`src/rtl/encoder_8x3_seq.sv`:
```
// Sequential priority encoder: serializes the index of every set request bit, lowest first.
// Latency: first beat one cycle after acceptance; k set bits take k+1 cycles (all-zero takes 2).
// Backpressure: out_ready=0 holds the current beat; no new vector is taken until the burst drains.
module encoder_8x3_seq #(
    parameter int WIDTH = 8,
    parameter int IDX_W = 3
) (
    input  logic             clk,
    input  logic             rst_n,
    input  logic             in_valid,
    output logic             in_ready,
    input  logic [WIDTH-1:0] in_vec,
    output logic             out_valid,
    input  logic             out_ready,
    output logic [IDX_W-1:0] out_idx,
    output logic             out_last,
    output logic             out_none,
    output logic [IDX_W:0]   out_cnt
);

    typedef enum logic [1:0] {
        IDLE  = 2'd0,
        SERVE = 2'd1,
        NONE  = 2'd2
    } state_t;

    state_t           state;
    logic [WIDTH-1:0] pending;
    logic [WIDTH-1:0] low_bit;
    logic [IDX_W-1:0] low_idx;
    logic             single;

    function automatic logic [IDX_W:0] popcount(input logic [WIDTH-1:0] v);
        logic [IDX_W:0] cnt;
        cnt = '0;
        for (int i = 0; i < WIDTH; i++) begin
            cnt = cnt + {{IDX_W{1'b0}}, v[i]};
        end
        return cnt;
    endfunction

    // Scan from the top so the last hit is the lowest set bit.
    always_comb begin
        low_idx = '0;
        for (int i = WIDTH - 1; i >= 0; i--) begin
            if (pending[i]) begin
                low_idx = IDX_W'(i);
            end
        end
    end

    assign low_bit = pending & (~pending + WIDTH'(1));
    assign single  = (pending != '0) && ((pending & (pending - WIDTH'(1))) == '0);

    // Outputs decode only from registered state so consumers see no input-to-output paths.
    assign in_ready  = rst_n && (state == IDLE);
    assign out_valid = (state != IDLE);
    assign out_none  = (state == NONE);
    assign out_idx   = (state == SERVE) ? low_idx : '0;
    assign out_last  = (state == NONE) || ((state == SERVE) && single);

    always_ff @(posedge clk or negedge rst_n) begin
        if (!rst_n) begin
            state   <= IDLE;
            pending <= '0;
            out_cnt <= '0;
        end else begin
            case (state)
                IDLE: begin
                    if (in_valid) begin
                        if (in_vec != '0) begin
                            pending <= in_vec;
                            out_cnt <= popcount(in_vec);
                            state   <= SERVE;
                        end else begin
                            out_cnt <= '0;
                            state   <= NONE;
                        end
                    end
                end
                SERVE: begin
                    if (out_ready) begin
                        pending <= pending & ~low_bit;
                        if (single) begin
                            state <= IDLE;
                        end
                    end
                end
                NONE: begin
                    if (out_ready) begin
                        state <= IDLE;
                    end
                end
                default: begin
                    state   <= IDLE;
                    pending <= '0;
                end
            endcase
        end
    end

endmodule

```
`config.mk`:
```
export PLATFORM = sky130hd
export DESIGN_NAME = encoder_8x3_seq
export DESIGN_NICKNAME = d
export VERILOG_FILES = /design/src/rtl/encoder_8x3_seq.sv
export SDC_FILE = /design/constraint.sdc
export NUM_CORES = 1
export LEC_CHECK = 0
export CORE_MARGIN = 2
export CORE_UTILIZATION = 34
export CTS_CLUSTER_DIAMETER = 200
export DETAILED_ROUTE_END_ITERATION = 10
export HOLD_SLACK_MARGIN = 0.03
export PLACE_DENSITY = 0.57
export SETUP_SLACK_MARGIN = 0.3
export SYNTH_ARGS = -nofsm -noshare
export SYNTH_HDL_FRONTEND = slang
export SYNTH_SLANG_ARGS = --single-unit
```
`constraint.sdc`:
```
create_clock -name clk -period 3.15 [get_ports clk]
set_input_delay 0.63 -clock clk [delete_from_list [all_inputs] [get_ports clk]]
set_output_delay 0.63 -clock clk [all_outputs]
set_load 0.05 [all_outputs]
```
==> summary.txt, run 1 <==
status -> finished clean
reg2reg start -> state[1]
worst-path maximum fanout -> 2
library cells used by synthesis -> 39
crit path time final -> 2.98 ns
Tcrit/Tclk final -> 0.945
DR WL/cell -> 14.8 um
final instance area -> 1410 um2
die area -> 3600 um2
die height -> 60.0 um
TritonRoute pass-1 iters -> 4
Slew Viols, Final -> 0
Pwr Total -> 1.42 mW
CP Launch Type -> input pin
r2r setup slk -> 1.21 ns
CP Cell Sequence -> buf_6 > fa_1 > inv_1 > fa_1 > fa_1 > inv_2 > ha_4 > fa_2 > xor2_1 > a22o_1
DR DRC count -> 0
Power per Cell Area -> 1000 nW/um2
VDD IR max -> 0.000367 V
# rows -> 20
Reg area -> 353 um2
Min-Delay Endpoint -> out_cnt[3]
Final setup viols -> 0
RSZ-0062 raised after global routing -> true
clock power share -> 0.072
DPL Wire Length -> 2090 um
GRT overflow -> 0
max cap viols -> 0
WL final -> 2670 um
Max stage delay cell, worst path -> fa_1
vias in the first global route -> 947
pin count of the biggest net entering global routing -> 15
1st-iter DRT viols -> 19
number of CTS-inserted buffers -> 3
CP max stage delay -> 0.53 ns
setup TNS -> 0 ns
WS Path Type -> input pin to flop
first-pass GRT wire length -> 4440 um
DRT antenna net count -> 0
DR vias -> 960
min-delay src -> out_cnt[3]
placement-stage cell area -> 1370 um2
initial antenna violation count -> 0
Max Root-Sink Buffers -> 2
post-synthesis sequential area ratio -> 0.329
Final Skew -> 0.00538 ns
Logic pwr share -> 0.668
overall routing resource usage -> 0.164
final hold violations -> 0
DIE WIDTH -> 60.0 um
CP arrival -> 3.14 ns
Net Sw Power -> 742 uW
Max Freq -> 336 MHz
Hold Path Stages -> 1
post-DR vias/cell -> 5.33
most used flip-flop cell after synthesis -> dfrtp_1
Setup crit end kind -> flop
H-tree depth -> 1
Mean Syn Cell Area -> 9.78 um2
Internal Power -> 675 uW
Sw Ratio -> 0.524
mapped cell area -> 1070 um2
reg2reg path depth -> 5
EDFF count, synth -> 0
Net Count, Synth -> 129
Initial Utilization -> 0.352
HP Class -> flop to flop
Cells after Synth -> 109
PortBufs -> 22
flops & latches, synth -> 14
# fillers -> 314
Clock transition at path regs -> 0.09 ns
reg2reg end -> pending[2]
CTS tree -> yes
fraction of layout instances using a drive strength above 1 -> 0.213
Rel. slew slack -> 0.621
nets@finish -> 158
Synth Warn # -> 0
CTS Sinks -> 14
Layout Area Growth over Synthesis -> 32.3%
clk_lat worst skew -> 0.28 ns
Multi-input gate area -> 638 um2
P_leak -> 0.631 nW
worst-margin pin slew -> 0.568 ns
core area -> 3030 um2
clk root buf -> clkbuf_4
GP Congestion -> 0.820
cell mode on critical path -> fa_1
Critical Path RT -> 3.32 ns
# diodes -> 0
fraction of registers with async set/reset -> 1.00
Seq pwr share -> 0.260
IO Pins -> 23
layout by cell type (no fill, tap or decap), types with 4 or more instances in the layout:
cell type,Yosys,final
inv_1,14,13
o21ai_0,6,6
clkdlybuf4s50_1,0,14
dfrtp_1,14,12
nor2_1,7,7
buf_4,0,8
a22o_1,10,10
o22ai_1,4,4
nor3_1,4,4
layer usage:
layer	up-vias	routed length [um]	track usage
li1	451	-	-
met1	480	1170	0.222
met2	27	1390	0.281
met3	2	94	0.0152
met4	0	10	0.0413
met5	-	0	0
area by class of cell:
class,count,share of cell area
Clock buffer,3,0.0160
Sequential cell,14,0.250
Multi-Input combinational cell,75,0.453
Timing Repair Buffer,30,0.205
Inverter,14,0.0373
Tap cell,44,0.0390
repair_timing:
item	4_1_cts	5_1_grt
pin swaps	4	4
hold buffers	0	0
hold endpoints to repair	0	0
gates resized for setup	20	5
setup buffers	0	1
endpoints found under the setup margin	7	4
worst max-delay path by stage:
| stage | start | to | depth (start not counted) |
|---|---|---|---|
| 3_3_place_gp | in_vec[0] | out_cnt[2] | 10 |
| 5_1_grt | in_vec[0] | out_cnt[2] | 10 |
| 4_1_cts | in_vec[3] | out_cnt[2] | 10 |
| 2_1_floorplan | in_vec[0] | out_cnt[2] | 9 |
| 6_report | in_vec[0] | out_cnt[2] | 10 |
| 3_5_place_dp | in_vec[0] | out_cnt[2] | 10 |
cells in the mapped netlist (2+ instances only):
master | n | area share
nand2_1 | 3 | 0.011
nor2b_1 | 3 | 0.018
ha_1 | 4 | 0.047
nor2_1 | 7 | 0.025
nand2b_1 | 2 | 0.012
fa_1 | 4 | 0.075
o21ai_0 | 6 | 0.028
a22o_1 | 10 | 0.082
dfrtp_1 | 14 | 0.33
xor2_1 | 2 | 0.016
clkbuf_1 | 2 | 0.0070
a21oi_1 | 2 | 0.0094
nor4_1 | 2 | 0.012
inv_1 | 14 | 0.049
o21a_1 | 2 | 0.014
nor3_1 | 4 | 0.019
o22ai_1 | 4 | 0.023
buf_6 | 3 | 0.032
sequential cells by signal, indices dropped and copies added, names as in the netlist:
signal and count:
pending 8, state 2, out_cnt 4
cell families after synthesis:
kind of cell    after synthesis  synth area share
flops                        14             0.329
simple gates                 28             0.162
compound gates               36             0.269
buf+inv                      20            0.0927
fa+ha+maj                     9             0.131
xor+xnor                      2            0.0164
worst max-delay path: cells and delay by family:
kind            cells  cell delay, ns
compound gates      1            0.20
xor+xnor            1            0.15
fa+ha+maj           5            1.97
buf+inv             3            0.20
power by group through the flow:
stage	combinational (mW)	clock, mW	sequential (mW)
6_report	0.946	0.102	0.368
5_1_grt	1.01	0.114	0.379
4_1_cts	0.952	0.106	0.363
2_1_floorplan	0.675	0	0.380
3_5_place_dp	0.964	0	0.364
3_3_place_gp	0.948	0	0.361
per-stage QoR:
step                instances  hold WS [ns]  worst slack, ns  utilization
floorplan                 109         0.334           0.0625            -
global placement          176         0.483           -0.469        0.452
detailed placement        176         0.485           -0.509        0.452
CTS                       179         0.509           0.0858        0.460
global route              180         0.525            0.111        0.466
finish                    180         0.508            0.173        0.466
(Power assumes the default switching activity.)
==> run 2, diff against run 1 <==
- SETUP_SLACK_MARGIN: 0.3 -> 0.15
==> summary.txt, run 2 (same netlist as run 1, synthesis figures left out) <==
# diodes -> 0
IO Pins -> 23
worst-margin pin slew -> 0.558 ns
Max Root-Sink Buffers -> 2
CP Launch Type -> input pin
max reg flops -> 8
CTS tree -> yes
number of CTS-inserted buffers -> 3
Layout Area Growth over Synthesis -> 31.7%
Pwr Total -> 1.42 mW
crit path time final -> 2.98 ns
Final setup viols -> 0
first-pass GRT wire length -> 4440 um
DR WL/cell -> 15.0 um
GP Congestion -> 0.820
H-tree depth -> 1
die height -> 60.0 um
met3 wire len -> 94 um
DR vias -> 956
Initial Utilization -> 0.352
fin util -> 0.464
TritonRoute pass-1 iters -> 4
# rows -> 20
Clock transition at path regs -> 0.09 ns
CP max stage delay -> 0.53 ns
Non-Filler Instances -> 180
clk root buf -> clkbuf_4
pin count of the biggest net entering global routing -> 15
Biggest register -> pending
clk_lat worst skew -> 0.28 ns
CP Cell Sequence -> buf_6 > fa_1 > inv_1 > fa_1 > fa_1 > inv_2 > ha_4 > fa_2 > xor2_1 > a22o_1
CP arrival -> 3.15 ns
core area -> 3030 um2
Final Skew -> 0.00303 ns
WL met1 -> 1200 um
overall routing resource usage -> 0.164
worst-path maximum fanout -> 2
DR DRC count -> 0
WL final -> 2690 um
Max Freq -> 336 MHz
WL met2 -> 1390 um
initial antenna violation count -> 0
DPL Wire Length -> 2090 um
Tcrit/Tclk final -> 0.946
cell mode on critical path -> fa_1
Critical Path RT -> 3.32 ns
DP Cell Count -> 176
commonest non-fill, non-tap cell in the layout -> clkdlybuf4s50_1
PortBufs -> 22
Max stage delay cell, worst path -> fa_1
Largest regs -> pending: 8 flops, out_cnt: 4 flops, state: 2 flops
VDD IR max -> 0.000367 V
CTS Sinks -> 14
GRT overflow -> 0
Rel. slew slack -> 0.628
# fillers -> 314
top sig layer -> met4
1st-iter DRT viols -> 26
DRT antenna net count -> 0
Power per Cell Area -> 1010 nW/um2
fraction of layout instances using a drive strength above 1 -> 0.191
Hold Buf Count CTS -> 0
max cap viols -> 0
Slew Viols, Final -> 0
commonest cells after routing, fill and taps aside -> 16 x clkdlybuf4s50_1, 14 x dfrtp_1, 13 x inv_1, 10 x a22o_1, 8 x buf_4
status -> finished clean
P_leak -> 0.620 nW
WS Path Type -> input pin to flop
final hold violations -> 0
HP Class -> flop to flop
nets@finish -> 158
post-DR vias/cell -> 5.31
Setup crit end kind -> flop
vias in the first global route -> 947
die area -> 3600 um2
DIE WIDTH -> 60.0 um
RSZ-0062 raised after global routing -> true
r2r setup slk -> 1.22 ns
-- run 2: routing by layer --
metal  GRT usage  vias to the layer above
met5           0                        -
met4      0.0413                        0
li1            -                      453
met3      0.0152                        2
met1       0.222                      477
met2       0.281                       24
-- run 2: final cells by class --
cell class / count / area, um2 / area share
clock buffers: 3 / 22.5 / 0.0160
inverters: 14 / 52.6 / 0.0374
multi-input cells: 75 / 638 / 0.455
flip-flops and latches: 14 / 350 / 0.250
well taps: 44 / 55.1 / 0.0392
repair buffers: 30 / 285 / 0.203
-- run 2: what timing repair did --
item	4_1_cts	5_1_grt
buffers inserted	0	1
hold endpoints to repair	0	0
endpoints found under the setup margin	5	2
gates resized for setup	17	2
pin swaps	4	4
-- run 2: worst paths after layout --
check / to / depth (start not counted) / from
min reg2reg: out_cnt[3] / 1 / out_cnt[3]
min: out_cnt[3] / 1 / out_cnt[3]
min in group asynchronous: out_cnt[3] / 2 / rst_n
max: out_cnt[2] / 10 / in_vec[0]
max in group asynchronous: state[0] / 2 / rst_n
max reg2reg: pending[2] / 5 / state[1]
-- run 2: where the power goes --
| group | internal [mW] | switching, mW | leakage, nW | total [mW] |
|---|---|---|---|---|
| logic | 0.388 | 0.565 | 0.426 | 0.952 |
| clock network | 0.0443 | 0.0575 | 0.0138 | 0.102 |
| registers | 0.245 | 0.123 | 0.180 | 0.368 |
| total | 0.677 | 0.745 | 0.620 | 1.42 |
-- run 2: per-stage QoR --
step                      setup TNS [ns]  hold WS [ns]  setup WS, ns  cell area [um2]
after floorplan                        0         0.334        0.0625             1080
after global placement             -1.19         0.483        -0.469             1370
final                                  0         0.508         0.171             1400
after detailed placement           -1.29         0.485        -0.509             1370
after CTS                              0         0.509        0.0858             1390
after global routing                   0         0.525         0.111             1400
-- run 2: critical path: cells and delay by family --
kind,cells,cell delay [ns]
XOR/XNOR,1,0.15
AO/OA/AOI/OAI,1,0.20
buffers and inverters,3,0.20
adder cells (fa/ha/maj),5,1.97
